### src/rtl/pipe_stage_reg.sv
// Elastic pipeline register carrying a control and a data field with a valid/ready handshake, flush and reset.
// Define PIPE_STAGE_SKID_EN to add a two-entry skid buffer so in_ready comes straight from a flop.
module pipe_stage_reg #(
    parameter int CTRL_W = 5,
    parameter int DATA_W = 102
) (
    input  logic              clk,
    input  logic              rst,
    input  logic              flush,
    input  logic              in_valid,
    output logic              in_ready,
    input  logic [CTRL_W-1:0] in_ctrl,
    input  logic [DATA_W-1:0] in_data,
    output logic              out_valid,
    input  logic              out_ready,
    output logic [CTRL_W-1:0] out_ctrl,
    output logic [DATA_W-1:0] out_data,
    output logic [1:0]        count
);

    typedef enum logic [1:0] {
        EMPTY = 2'd0,
        ONE   = 2'd1,
        TWO   = 2'd2
    } state_t;

    state_t            state_q, state_d;
    logic [CTRL_W-1:0] ctrl_q, ctrl_d;
    logic [DATA_W-1:0] data_q, data_d;
    logic              valid_q, valid_d;
    logic [1:0]        count_q, count_d;
    logic              inFire, outFire;

`ifdef PIPE_STAGE_SKID_EN
    logic [CTRL_W-1:0] skidCtrl_q, skidCtrl_d;
    logic [DATA_W-1:0] skidData_q, skidData_d;
    logic              inReady_q, inReady_d;

    assign in_ready = inReady_q;
`else
    assign in_ready = !valid_q || out_ready;
`endif

    assign outFire = valid_q && out_ready;
    assign inFire  = in_valid && in_ready;

    // The main register is always the one presented downstream; the skid register only ever feeds it.
    always_comb begin
        state_d = state_q;
        ctrl_d  = ctrl_q;
        data_d  = data_q;
`ifdef PIPE_STAGE_SKID_EN
        skidCtrl_d = skidCtrl_q;
        skidData_d = skidData_q;
`endif
        case (state_q)
            EMPTY: begin
                if (inFire) begin
                    state_d = ONE;
                    ctrl_d  = in_ctrl;
                    data_d  = in_data;
                end
            end
            ONE: begin
                if (inFire && outFire) begin
                    ctrl_d = in_ctrl;
                    data_d = in_data;
`ifdef PIPE_STAGE_SKID_EN
                end else if (inFire) begin
                    state_d    = TWO;
                    skidCtrl_d = in_ctrl;
                    skidData_d = in_data;
`endif
                end else if (outFire) begin
                    state_d = EMPTY;
                end
            end
`ifdef PIPE_STAGE_SKID_EN
            TWO: begin
                if (outFire) begin
                    state_d = ONE;
                    ctrl_d  = skidCtrl_q;
                    data_d  = skidData_q;
                end
            end
`endif
            default: state_d = EMPTY;
        endcase

        // A flushed input never reaches the data register, so out_data keeps the last word shown.
        if (flush) begin
            state_d = EMPTY;
            data_d  = data_q;
        end

        if (state_d == EMPTY) begin
            ctrl_d = '0;
        end

        valid_d = (state_d != EMPTY);
        case (state_d)
            ONE:     count_d = 2'd1;
            TWO:     count_d = 2'd2;
            default: count_d = 2'd0;
        endcase
`ifdef PIPE_STAGE_SKID_EN
        inReady_d = (state_d != TWO);
`endif
    end

    always_ff @(posedge clk) begin
        if (!rst) begin
            state_q <= EMPTY;
            ctrl_q  <= '0;
            data_q  <= '0;
            valid_q <= 1'b0;
            count_q <= 2'd0;
`ifdef PIPE_STAGE_SKID_EN
            skidCtrl_q <= '0;
            skidData_q <= '0;
            inReady_q  <= 1'b1;
`endif
        end else begin
            state_q <= state_d;
            ctrl_q  <= ctrl_d;
            data_q  <= data_d;
            valid_q <= valid_d;
            count_q <= count_d;
`ifdef PIPE_STAGE_SKID_EN
            skidCtrl_q <= skidCtrl_d;
            skidData_q <= skidData_d;
            inReady_q  <= inReady_d;
`endif
        end
    end

    assign out_valid = valid_q;
    assign out_ctrl  = ctrl_q;
    assign out_data  = data_q;
    assign count     = count_q;

endmodule

### config.mk
export PLATFORM = sky130hd
export DESIGN_NAME = pipe_stage_reg
export DESIGN_NICKNAME = d
export VERILOG_FILES = /design/src/rtl/pipe_stage_reg.sv
export SDC_FILE = /design/constraint.sdc
export NUM_CORES = 1
export LEC_CHECK = 0
export ABC_AREA = 0
export BUFFER_PORTS_ARGS = -buffer_cell sky130_fd_sc_hd__buf_2
export CAP_MARGIN = 20
export CORE_MARGIN = 10
export CORE_UTILIZATION = 41
export DETAILED_ROUTE_END_ITERATION = 10
export GPL_TIMING_DRIVEN = 1
export PLACE_DENSITY_LB_ADDON = 0.3
export SLEW_MARGIN = 20
export SYNTH_ARGS = -nofsm -noshare
export SYNTH_HDL_FRONTEND = slang
export SYNTH_SLANG_ARGS = --single-unit
### constraint.sdc
create_clock -name clk -period 1.7 [get_ports clk]
set_clock_uncertainty 0.2 [all_clocks]
set_input_delay 0.425 -clock clk [delete_from_list [all_inputs] [get_ports clk]]
set_output_delay 0.425 -clock clk [all_outputs]
set_load 0.03 [all_outputs]
==> out/metrics.cfg <==
[run_status]
outcome = finished, violations left
violations = negative setup slack

[cts]
clockBufferDepth = 2
clk_latency_ns = 0.36
htree_num_levels = 3
clk_pin_slew_ns = 0.11
numCtsBuffers = 9
clock-root-buffer = clkbuf_8
cts_sinks = 112
cts_tree = done

[power]
p_leak_uw = 0.00292
total_power_uw = 5290
ir_drop_mv = 0.514
power.density_mw_per_mm2 = 855

[setup_path]
critPathMaxFanout = 3
end_kind = output port
cp-start-kind = flop
worstPathArrival_ns = 1.09
worstSetupPathType = reg -> out
required_ns = 1.07
cp-startpoint = out_valid
reg2reg_from = out_valid
reg2reg_setup_slack_ns = 0.02

[die]
io_pins = 223
dieArea_mm2 = 0.0154
coreArea_mm2 = 0.0104
die_h_um = 124
die_x_um = 124
start_util = 0.425
rows = 37

[layout]
area_delta_synth_final_pct = 39.7
drive_above_1_share = 0.383
nets = 827
antenna_cells = 0

[detailed_routing]
drc = 0
first_iter_violations = 235
dr.pass1.iters = 4
via_count = 3987
vias_per_cell = 4.66
wire_per_inst_um = 15.2
ant_nets = 0
drt-total-wl_mm = 13.0

[yosys]
ys.warnings.count = 0
synthMostInstantiatedCell = nand2_1
synthCells = 484
avgSynthCellArea_um2 = 9.15
syn_area_mm2 = 0.00443
ys.flop_type = dfxtp_1
synth_seq_area_share = 0.506
ys_top_cells_by_count = nand2_1 (205), dfxtp_1 (112), mux2i_1 (102)
synth_edf_count = 0
synth-seq-cells = 112
synth_area_leaders = dfxtp_1 (51%), mux2i_1 (23%), nand2_1 (17%), buf_6 (2.0%), clkbuf_1 (2.0%)
synthArstFlopShare = 0
synth.distinct_cells = 18
synth.largest_area_cell = dfxtp_1
synth_top_area_share = 0.506

[timing]
fmax_mhz = 584
rsz0062_at_grt = true
setup_violations = 1
maxSlewViolCount = 0
finalHoldViolations = 0
setup_ws_ns = -0.0121
finalCriticalPeriod_ns = 1.71
fin_crit_sh = 1.01
finalSetupTns_ns = -0.0121
whs_ns = 0.0872

[global_route]
grt-ovfl-total = 0
grt_pass1_vias = 3935
grtUsageTotal = 0.154
antenna_found_initial = 0
grt_pass1_wl_mm = 19.0
grt_max_degree = 76

[place]
dpl.hpwl_mm = 9.87
numPortBuffers = 222
place_congestion = 0.752

[min_path]
hold_class = in -> reg
hold_start = in_data[31]

[flow_run]
cap_violations = 0

routing by layer:
metal	up-vias	part of all wire	track usage
met5	-	0	0
met4	0	0.013	0.0496
met3	15	0.098	0.0633
met2	131	0.50	0.266
met1	1815	0.39	0.167
li1	2026	-	-
state kept, by name, summed over array words and instances, names as in the netlist:
name       cells
out_data     102
state_q        2
count          2
out_valid      1
out_ctrl       5
layout make-up:
class / count / area, um^2
clock inverters: 6 / 82.6
clock buffers: 10 / 138
inverters: 1 / 3.75
fillers: 931 / 4230
well taps: 136 / 170
flip-flops and latches: 112 / 2250
repair buffers: 255 / 1550
multi-input cells: 336 / 1990
report_power, final:
group          internal (uW)  leakage [uW]  switching [uW]
logic                    327       0.00190             471
registers               2710      0.000911            43.5
clock network            864      0.000112             874
total                   3900       0.00292            1390
layout by cell type (no fill, tap or decap), types with 2 or more instances in the layout:
cell	n
buf_2	219
mux2i_1	102
o31ai_1	5
conb_1	2
nand2_1	205
dfxtp_1	111
clkbuf_16	4
a211oi_1	5
clkinv_2	3
buf_12	6
nand2b_1	2
buf_4	16
nor2_1	4
clkbuf_8	10
bufinv_16	2
nand4_1	5
buf_6	9
cells by family after synthesis:
family / count (synthesis) / synth area share
AND/OR/NAND/NOR: 220 / 0.196
multiplexers: 102 / 0.231
buffers and inverters: 37 / 0.0466
other: 1 / 0.000847
AO/OA/AOI/OAI: 12 / 0.0198
flip-flops: 112 / 0.506
repair_timing:
| action | in CTS | in global routing |
|---|---|---|
| setup endpoints to repair | 37 | 57 |
| gates resized for setup | 4 | 10 |
| setup buffers | 3 | 0 |
| gates cloned | 0 | 6 |
| hold buffers | 0 | 0 |
| endpoints found under the hold margin | 0 | 0 |
path summary, 6_finish.rpt:
| check | endpoint | cells past startpoint |
|---|---|---|
| worst min-delay path | out_data[31] | 3 |
| worst max register to register | out_data[50] | 6 |
| worst max-delay path | in_ready | 3 |
| worst min register to register | out_data[76] | 2 |
through the flow:
stage                     instance area [um^2]  setup slack [ns]   util  cells
after floorplan                           4450           -0.0317      -    485
after global placement                    5780           -0.0546  0.555    831
after detailed placement                  5780            -0.107  0.555    831
after CTS                                 6030           -0.0379  0.579    850
after global routing                      6190           -0.0797  0.594    856
final                                     6190           -0.0121  0.594    856
worst max-delay path: stages, from the launching register on:
cell and delay [ns]:
dfxtp_4 0.36, nor2b_4 0.18, inv_2 0.06, buf_6 0.13
Note: power is estimated with default switching activity, not from simulation.
